## src/rtl/vga_sync_gen.sv

```systemverilog
// Free-running VGA raster generator: counters, registered sync/active decode, and a DELAY-stage delay line on sync/active.
// Latency: raw flags align with horizPos/vertPos; hsync/vsync/active lag by DELAY cycles. There is no handshake or backpressure.
module vga_sync_gen #(
    parameter int unsigned H_VISIBLE = 640,
    parameter int unsigned H_FRONT   = 24,
    parameter int unsigned H_SYNC    = 40,
    parameter int unsigned H_BACK    = 128,
    parameter int unsigned V_VISIBLE = 480,
    parameter int unsigned V_FRONT   = 9,
    parameter int unsigned V_SYNC    = 3,
    parameter int unsigned V_BACK    = 28,
    parameter bit          H_POL     = 1'b0,
    parameter bit          V_POL     = 1'b0,
    parameter int unsigned DELAY     = 0
) (
    input  logic       video_clk,
    input  logic       reset,
    output logic       hsync,
    output logic       vsync,
    output logic       active,
    output logic [9:0] horizPos,
    output logic [9:0] vertPos,
    output logic       line_start,
    output logic       frame_start,
    output logic [7:0] frame_count
);

    localparam int unsigned H_TOTAL = H_VISIBLE + H_FRONT + H_SYNC + H_BACK;
    localparam int unsigned V_TOTAL = V_VISIBLE + V_FRONT + V_SYNC + V_BACK;

    if (H_TOTAL > 1024 || V_TOTAL > 1024 || DELAY > 7) begin : g_bad_params
        $error("vga_sync_gen: totals must be <= 1024 and DELAY <= 7");
    end

    localparam logic [9:0]  L_HLAST = 10'(H_TOTAL - 1);
    localparam logic [9:0]  L_VLAST = 10'(V_TOTAL - 1);
    localparam logic [10:0] L_HVIS  = 11'(H_VISIBLE);
    localparam logic [10:0] L_HS0   = 11'(H_VISIBLE + H_FRONT);
    localparam logic [10:0] L_HS1   = 11'(H_VISIBLE + H_FRONT + H_SYNC);
    localparam logic [10:0] L_VVIS  = 11'(V_VISIBLE);
    localparam logic [10:0] L_VS0   = 11'(V_VISIBLE + V_FRONT);
    localparam logic [10:0] L_VS1   = 11'(V_VISIBLE + V_FRONT + V_SYNC);
    localparam logic [2:0]  L_IDLE  = {~H_POL, ~V_POL, 1'b0};

    logic [9:0] r_h, r_v;
    logic [9:0] w_h_nxt, w_v_nxt;
    logic       r_hs, r_vs, r_act, r_ls, r_fs;
    logic [7:0] r_fc;
    logic       w_hs_raw, w_vs_raw, w_act_raw;

    always_comb begin
        w_h_nxt = (r_h == L_HLAST) ? 10'd0 : r_h + 10'd1;
        w_v_nxt = r_v;
        if (r_h == L_HLAST) begin
            w_v_nxt = (r_v == L_VLAST) ? 10'd0 : r_v + 10'd1;
        end
    end

    // Decode from the next counter value so the registered flags line up with the counters.
    always_comb begin
        w_act_raw = ({1'b0, w_h_nxt} < L_HVIS) && ({1'b0, w_v_nxt} < L_VVIS);
        w_hs_raw  = ({1'b0, w_h_nxt} >= L_HS0) && ({1'b0, w_h_nxt} < L_HS1);
        w_vs_raw  = ({1'b0, w_v_nxt} >= L_VS0) && ({1'b0, w_v_nxt} < L_VS1);
    end

    always_ff @(posedge video_clk or posedge reset) begin
        if (reset) begin
            r_h   <= L_HLAST;
            r_v   <= L_VLAST;
            r_hs  <= ~H_POL;
            r_vs  <= ~V_POL;
            r_act <= 1'b0;
            r_ls  <= 1'b0;
            r_fs  <= 1'b0;
            r_fc  <= 8'd0;
        end else begin
            r_h   <= w_h_nxt;
            r_v   <= w_v_nxt;
            r_hs  <= w_hs_raw ? H_POL : ~H_POL;
            r_vs  <= w_vs_raw ? V_POL : ~V_POL;
            r_act <= w_act_raw;
            r_ls  <= (w_h_nxt == 10'd0);
            r_fs  <= (w_h_nxt == 10'd0) && (w_v_nxt == 10'd0);
            if ((w_h_nxt == 10'd0) && (w_v_nxt == 10'd0)) begin
                r_fc <= r_fc + 8'd1;
            end
        end
    end

    assign horizPos    = r_h;
    assign vertPos     = r_v;
    assign line_start  = r_ls;
    assign frame_start = r_fs;
    assign frame_count = r_fc;

    if (DELAY == 0) begin : g_nodly
        assign hsync  = r_hs;
        assign vsync  = r_vs;
        assign active = r_act;
    end else begin : g_dly
        logic [2:0] r_pipe [DELAY];

        // Every stage resets to idle levels so nothing stale leaks out after reset.
        always_ff @(posedge video_clk or posedge reset) begin
            if (reset) begin
                for (int i = 0; i < int'(DELAY); i++) r_pipe[i] <= L_IDLE;
            end else begin
                r_pipe[0] <= {r_hs, r_vs, r_act};
                for (int i = 1; i < int'(DELAY); i++) r_pipe[i] <= r_pipe[i-1];
            end
        end

        assign {hsync, vsync, active} = r_pipe[DELAY-1];
    end

endmodule

```

## config.mk

```make
export PLATFORM = sky130hd
export DESIGN_NAME = vga_sync_gen
export DESIGN_NICKNAME = d
export VERILOG_FILES = /design/src/rtl/vga_sync_gen.sv
export SDC_FILE = /design/constraint.sdc
export NUM_CORES = 1
export LEC_CHECK = 0
export ABC_CLOCK_PERIOD_IN_PS = 3050
export CAP_MARGIN = 20
export CORE_UTILIZATION = 30
export DETAILED_ROUTE_END_ITERATION = 6
export PLACE_DENSITY = 0.53
export SETUP_SLACK_MARGIN = 0.5
export SYNTH_ARGS = -nofsm -noshare
export SYNTH_HDL_FRONTEND = slang
export SYNTH_SLANG_ARGS = --single-unit
```

## constraint.sdc

```tcl
create_clock -name video_clk -period 3.05 [get_ports video_clk]
set_input_delay 0.61 -clock video_clk [delete_from_list [all_inputs] [get_ports video_clk]]
set_output_delay 0.61 -clock video_clk [all_outputs]
set_load 0.02 [all_outputs]
```

# Word level (Yosys, flattened, before mapping)
# Cells that the tools add are included.
# op_classes
n_addsub	3
magnitude_cmp	6
n_eq_ne	2
mux	5
n_reduce_logical	6
# op_table
op	n
$mux 10	3
$add 10x1->10 const B	2
$eq 10x10->1 const B	2
$logic_not 10->1	2
$lt 10x10->1 const B	2
$lt 10x9->1 const B	2
$ge 10x10->1 const B	1
$ge 10x9->1 const B	1
$add 8x1->8 const B	1
$logic_and 1x1->1	4
$mux 1	2
# word_totals
reg_bits	33
input_bits	2

# Longest topological paths before layout
# Gate-level depths: netlist of run 1.
# logic_depth
ltp_word	6
ltp_mapped	10
depth_no_buf	8

# Worst setup path after synthesis of run 1
# No wires, ideal clock.
# synth_timing
path_type	register to register
startpoint	reg r_h[0], in the netlist horizPos[0]
endpoint	reg r_fc[1], in the netlist frame_count[1]
arrival_ns	2.601
path_slack_ns	0.322
path_stages_with_launch	10
path_buffers	2
synth_period_minus_slack_ns	2.728
path_cell_list	dfstp_2 -> ha_1 -> and4_4 -> buf_6 -> and3_1 -> clkbuf_4 -> nand4_1 -> a211o_1 -> nor4_4 -> mux2_1
# synth_via
elab_chain_len	4
# synth_lines
element	line	rtl
start: declaration	45	logic [9:0] r_h, r_v;
start signal: assignment	77	r_h <= w_h_nxt;
$add 10x1->10 / $eq 10x10->1 (equally long branches)	52, 54	
$mux 10, on equally long branches	52, 54	
$logic_not 10->1	84	if ((w_h_nxt == 10'd0) && (w_v_nxt == 10'd0)) begin
$logic_and 1x1->1 *	84	
end signal: assignment	85	r_fc <= r_fc + 8'd1;
end: declaration	48	logic [7:0] r_fc;
# Mark *: on every way between the ends. The rest lies on a longest branch, timed or not.
# A chain may end at the register's enable or synchronous reset.

# Worst setup path in the final report of run 1
# layout_timing
startpoint	reg r_h[0], in the netlist horizPos[0]
endpoint	reg r_fc[6], in the netlist frame_count[6]
# layout_via
elab_chain_len	4
# layout_lines
element	line	rtl
$eq 10x10->1	54	if (r_h == L_HLAST) begin
$mux 10	54	
net w_v_nxt[6]	46	logic [9:0] w_h_nxt, w_v_nxt;
$logic_not 10->1	84	
$logic_and 1x1->1	84	
# The timed path passes the listed nets, and every way through them passes these cells.

==> impl_metrics.yaml, run 1 <==
outcome:
  run_status: "complete, no violations"
synthesis:
  ys_seq_elements: 33
  synth_edf_count: 0
  synthesis.instances: 184
  yosysSeqAreaShare: 0.443
  netlist_area_um2: 1900
  synthArstFlopShare: 1.00
  ys_warn_count: 0
  synth_ff_type: "dfrtp_1"
  syn_nets: 189
  synth_cell_type_count: 50
  syn_avg_cell_area_um2: 10.3
clock_tree:
  cts_tree: "built"
  clockBufferDepth: 2
  cts_buffers: 5
  cts.sinks: 33
  clk_latency_ps: 290
  ctsHoldBuffers: 0
  cts_htree_levels: 2
  cts_root_buf: "clkbuf_8"
  cts.clk_slew.worst_paths_ps: 70
timing:
  tightest_slew_ps: 545
  hold_viol: 0
  finalSetupTns_ps: 0
  relSlewSlack: 0.635
  finalCriticalPeriod_ps: 2590
  drv_slew: 0
  whs_ps: 468
  final.setup_skew_ps: 8.43
  min_period_over_period: 0.849
  grt_setup_unrepaired: "yes"
  setup_violations: 0
  fmax_mhz: 386
finish:
  final_layout_size_suffix_gt1_frac: 0.239
  area_delta_synth_final_pct: 31.1
  nets: 230
  n_antenna_cell: 0
critical_path:
  required_ps: 3220
  worstPathMaxFanout: 5
  crit_buf_inv: 0
  critical_path.top_delay_family: "simple AND/OR/NAND/NOR gates"
  critical_path.cell_chain: "ha_4 -> nand4_1 -> nor4_2 -> xor2_1 -> or3b_4 -> nor4_4 -> nand4_1 -> xnor2_1"
  critPathArrivalTime_ps: 2760
  crit_top_cell: "nand4_1"
  endpoint_kind: "register"
  start_kind: "register"
  critical-path-slowest-cell: "dfstp_2"
  max_stage_delay_ps: 560
  path_class: "register to register"
floorplan:
  die_area_um2: 6670
  core_area_um2: 6030
  fp.dieW_um: 81.6
  die_y_um: 81.6
  row_count: 28
  io_pins: 35
  start_util: 0.316
power_and_ir_drop:
  p_int_uw: 625
  p_switching_uw: 173
  swShare: 0.217
  pwr-share-comb: 0.013
  p_total_uw: 797
  ir_drop_mv: 0.178
  cellPowerDensity_nw_per_um2: 320
  p_leak_nw: 0.982
  power.share.sequential: 0.550
  power_frac_clock: 0.437
grt:
  grt_pass1_vias: 1442
  grt_usage: 0.149
  grt_pass1_wl_um: 7470
  grt_max_degree: 34
  antenna_found_initial: 0
  overflow: 0
placed_design:
  gp_congestion: 0.810
  dp_hpwl_um: 2980
  portBuffers: 34
detailed_routing:
  detail-route-antenna-nets: 0
  drt_first_iter_violations: 116
  avgViaCountPerCell: 5.13
  drc: 0
  wl_per_cell_um: 14.7
  drtPass1Iterations: 4
  drt_wl_total_um: 4430
  num_vias: 1545
flow_run:
  cap_violations: 0
hold_path:
  hp-class: "register to register"
==> cells in the mapped netlist (4+ instances only) <==
| cell | count | share of area |
|---|---|---|
| a21oi_1 | 8 | 0.021 |
| and3_1 | 7 | 0.023 |
| buf_2 | 7 | 0.018 |
| dfrtp_1 | 19 | 0.25 |
| dfstp_2 | 14 | 0.19 |
| inv_1 | 5 | 0.0099 |
| nand2_1 | 9 | 0.018 |
| nand3_1 | 7 | 0.018 |
| nand4_1 | 15 | 0.049 |
| nor2_1 | 9 | 0.018 |
| nor3_1 | 4 | 0.011 |
| o21ai_0 | 5 | 0.013 |
| xnor2_1 | 14 | 0.064 |
| xor2_1 | 6 | 0.028 |
==> power groups by stage <==
stage | logic, mW | registers (mW) | clock network [mW]
finish | 0.0105 | 0.438 | 0.349
floorplan | 0.00630 | 0.446 | 0
detailed placement | 0.0116 | 0.446 | 0
CTS | 0.0116 | 0.438 | 0.359
global route | 0.0127 | 0.438 | 0.383
global placement | 0.0116 | 0.446 | 0
==> final cells by class <==
| class | count | area (µm²) |
|---|---|---|
| fill | 601 | 3530 |
| multi-input combinational | 133 | 1010 |
| sequential | 33 | 843 |
| timing repair buffer | 47 | 438 |
| tap | 75 | 93.8 |
| clock buffer | 8 | 90.1 |
| inverter | 5 | 18.8 |
==> layer usage <==
metal	vias to the layer above	wire length, µm	GRT usage	part of all wire
li1	749	-	-	-
met1	740	2200	0.220	0.50
met2	50	1940	0.211	0.44
met3	6	246	0.0367	0.055
met4	0	49	0.0474	0.011
met5	-	0	0	0
==> state kept, by name, summed over array words and instances (netlist names) <==
signal	flops
active	1
frame_count	8
frame_start	1
horizPos	10
hsync	1
line_start	1
vertPos	10
vsync	1
==> kinds of logic after synthesis <==
| logic type | share of synthesized area |
|---|---|
| and+or+nand+nor | 0.268 |
| adders and majority gates | 0.0197 |
| AOI/OAI and AO/OA | 0.0914 |
| xor gates and xnor gates | 0.0920 |
| muxes | 0.0289 |
| DFF | 0.443 |
| buffers and inverters | 0.0565 |
==> timing repair <==
item / 4_1_cts / 5_1_grt
endpoints found under the setup margin: 8 / 8
gates resized for setup: 4 / 5
hold endpoints to repair: 0 / 0
pin swaps: 3 / 12
buffers inserted: 6 / 5
==> through the flow <==
step / utilization / setup WS (ps) / std cells / area, µm²
floorplan: - / 429 / 184 / 1930
global placement: 0.379 / 285 / 282 / 2280
detailed placement: 0.379 / 263 / 282 / 2280
CTS: 0.404 / 361 / 296 / 2430
global route: 0.414 / 339 / 301 / 2490
finish: 0.414 / 462 / 301 / 2490
==> placed cells by master (no fill, tap or decap), types with 3 or more instances in the layout <==
master / count
and3_1: 6
nor2_1: 9
clkbuf_8: 6
and2_1: 3
nand2_1: 9
or3_1: 3
mux2_2: 3
o21ai_0: 4
clkdlybuf4s50_1: 34
buf_4: 13
dfstp_2: 14
nor3_1: 4
xor2_1: 6
dfrtp_1: 19
xnor2_1: 14
inv_1: 5
nand4_1: 15
nand3_1: 6
a21oi_1: 8
==> path summary, 6_finish.rpt <==
kind	start	to	slack, ps	depth (start not counted)
worst max-delay path	horizPos[0]	frame_count[6]	460	8
worst max register to register	horizPos[0]	frame_count[6]	460	8
min in group asynchronous	reset	vertPos[4]	710	3
worst min-delay path	frame_count[7]	frame_count[7]	470	1
max in group asynchronous	reset	horizPos[3]	2000	3
worst min register to register	frame_count[7]	frame_count[7]	470	1
Power figures use the tool's default switching activity.
==> inputs of run 2 (changes only) <==
ABC_CLOCK_PERIOD_IN_PS = 2090   (was 3050)
PLACE_DENSITY = 0.55   (was 0.53)
clock period = 2.09 ns   (was 3.05 ns; I/O delays follow)
==> impl_metrics.yaml, run 2 (synthesis results as in run 1) <==
finish:
  fillers: 537
  nets: 302
  n_antenna_cell: 0
  stdcell_area_um2: 3190
  mostFrequentLayoutCells: "68 x buf_4, 26 x buf_6, 18 x dfrtp_1"
  final_util: 0.529
  final_layout_size_suffix_gt1_frac: 0.557
  multi_input_area_um2: 1130
  final-seq-area_um2: 845
  fin_cells: 373
  area_delta_synth_final_pct: 67.5
  mostFrequentLayoutCell: "buf_4"
power_and_ir_drop:
  p_leak_nw: 1.53
  ir_drop_mv: 0.325
  cellPowerDensity_nw_per_um2: 372
  p_total_mw: 1.19
timing:
  relSlewSlack: 0.720
  fmax_mhz: 401
  grt_setup_unrepaired: "yes"
  final.setup_skew_ps: 8.92
  fin_ws_ps: -404
  setup_violations: 11
  drv_slew: 0
  whs_ps: 453
  finalSetupTns_ps: -3600
  finalCriticalPeriod_ps: 2490
  tightest_slew_ps: 420
  hold_viol: 0
  min_period_over_period: 1.19
floorplan:
  die_area_um2: 6670
  die_y_um: 81.6
  row_count: 28
  core_area_um2: 6030
  start_util: 0.316
  io_pins: 35
  fp.dieW_um: 81.6
critical_path:
  worstPathMaxFanout: 4
  worstRegToRegCells: 7
  critPathArrivalTime_ps: 2660
  rrSetupSlack_ps: -400
  critical-path-slowest-cell: "dfstp_2"
  r2r-end: "frame_count[1]"
  max_stage_delay_ps: 550
  endpoint_kind: "register"
  reg2reg_from: "horizPos[0]"
  start_kind: "register"
  path_class: "register to register"
  required_ps: 2260
  critical_path.cell_chain: "ha_4 -> nand4_1 -> nor4_2 -> xor2_1 -> or3b_4 -> nor4_4 -> mux2_4"
placed_design:
  portBuffers: 34
  dp_slack_ps: -451
  dp_hpwl_um: 3570
  gp_congestion: 0.848
  place_area_um2: 2800
  placed_cells: 344
grt:
  grt_pass1_wl_um: 8520
  grt_max_degree: 34
  grt_util_met3: 0.0344
  met1_usage: 0.237
  busiest_layer: "met2"
  grt_pass1_vias: 1763
  grt_use_met2: 0.268
  grt_usage: 0.170
  antenna_found_initial: 0
  overflow: 0
outcome:
  violations: "negative setup slack"
  run_status: "finished with violations"
detailed_routing:
  drc: 0
  num_vias: 1774
  drt_first_iter_violations: 110
  drt_wl_total_um: 5060
  drtPass1Iterations: 4
  detail-route-antenna-nets: 0
  avgViaCountPerCell: 4.76
  wl_per_cell_um: 13.6
clock_tree:
  cts.clk_slew.worst_paths_ps: 70
  cts_tree: "built"
  cts.sinks: 33
  clk_latency_ps: 280
  cts_htree_levels: 2
  clockBufferDepth: 2
  cts_buffers: 5
  cts_root_buf: "clkbuf_8"
hold_path:
  min_path_cells: 1
  hp-class: "register to register"
  holdPathEnd: "frame_count[7]"
  hold_start: "frame_count[7]"
flow_run:
  cap_violations: 0
## run 2: layout make-up
type,count,area share
Inverter,5,0.00589
Sequential cell,33,0.265
Timing Repair Buffer,119,0.315
Clock buffer,7,0.0302
Multi-Input combinational cell,133,0.353
Clock inverter,1,0.00157
Tap cell,75,0.0294
## run 2: critical path, delay by kind of cell, from the launching register on
kind          cells  cell delay [ps]
simple gates      4             1210
flops             1              550
mux               1              330
fa+ha+maj         1              150
xor+xnor          1              140
## run 2: what timing repair did
| item | CTS | global route |
|---|---|---|
| hold buffers | 0 | 0 |
| setup endpoints to repair | 57 | 43 |
| cloned | 0 | 0 |
| resized for setup | 119 | 31 |
| setup buffers | 12 | 9 |
| pin swaps | 13 | 8 |
## run 2: how the worst max path moves through the flow
stage | start | cells past startpoint | slack (ps) | to
4_1_cts | horizPos[0] | 7 | -420 | frame_count[1]
3_5_place_dp | horizPos[0] | 7 | -450 | frame_count[1]
5_1_grt | horizPos[0] | 8 | -570 | frame_count[6]
2_1_floorplan | horizPos[0] | 9 | -530 | frame_count[1]
6_report | horizPos[0] | 7 | -400 | frame_count[1]
3_3_place_gp | horizPos[0] | 8 | -420 | frame_count[7]
## run 2: power breakdown
| part | switching (mW) | leakage (nW) | internal, mW | total, mW |
|---|---|---|---|---|
| registers | 0 | 0.404 | 0.640 | 0.640 |
| clock network | 0.232 | 0.0542 | 0.298 | 0.530 |
| logic | 0.0124 | 1.07 | 0.00299 | 0.0154 |
| total | 0.245 | 1.53 | 0.941 | 1.19 |
## run 2: layer usage
metal,wire length [µm],up-vias,share of wire
met5,0,-,0
met4,36,0,0.0071
met3,144,4,0.028
met2,2340,27,0.46
met1,2550,843,0.50
li1,-,900,-
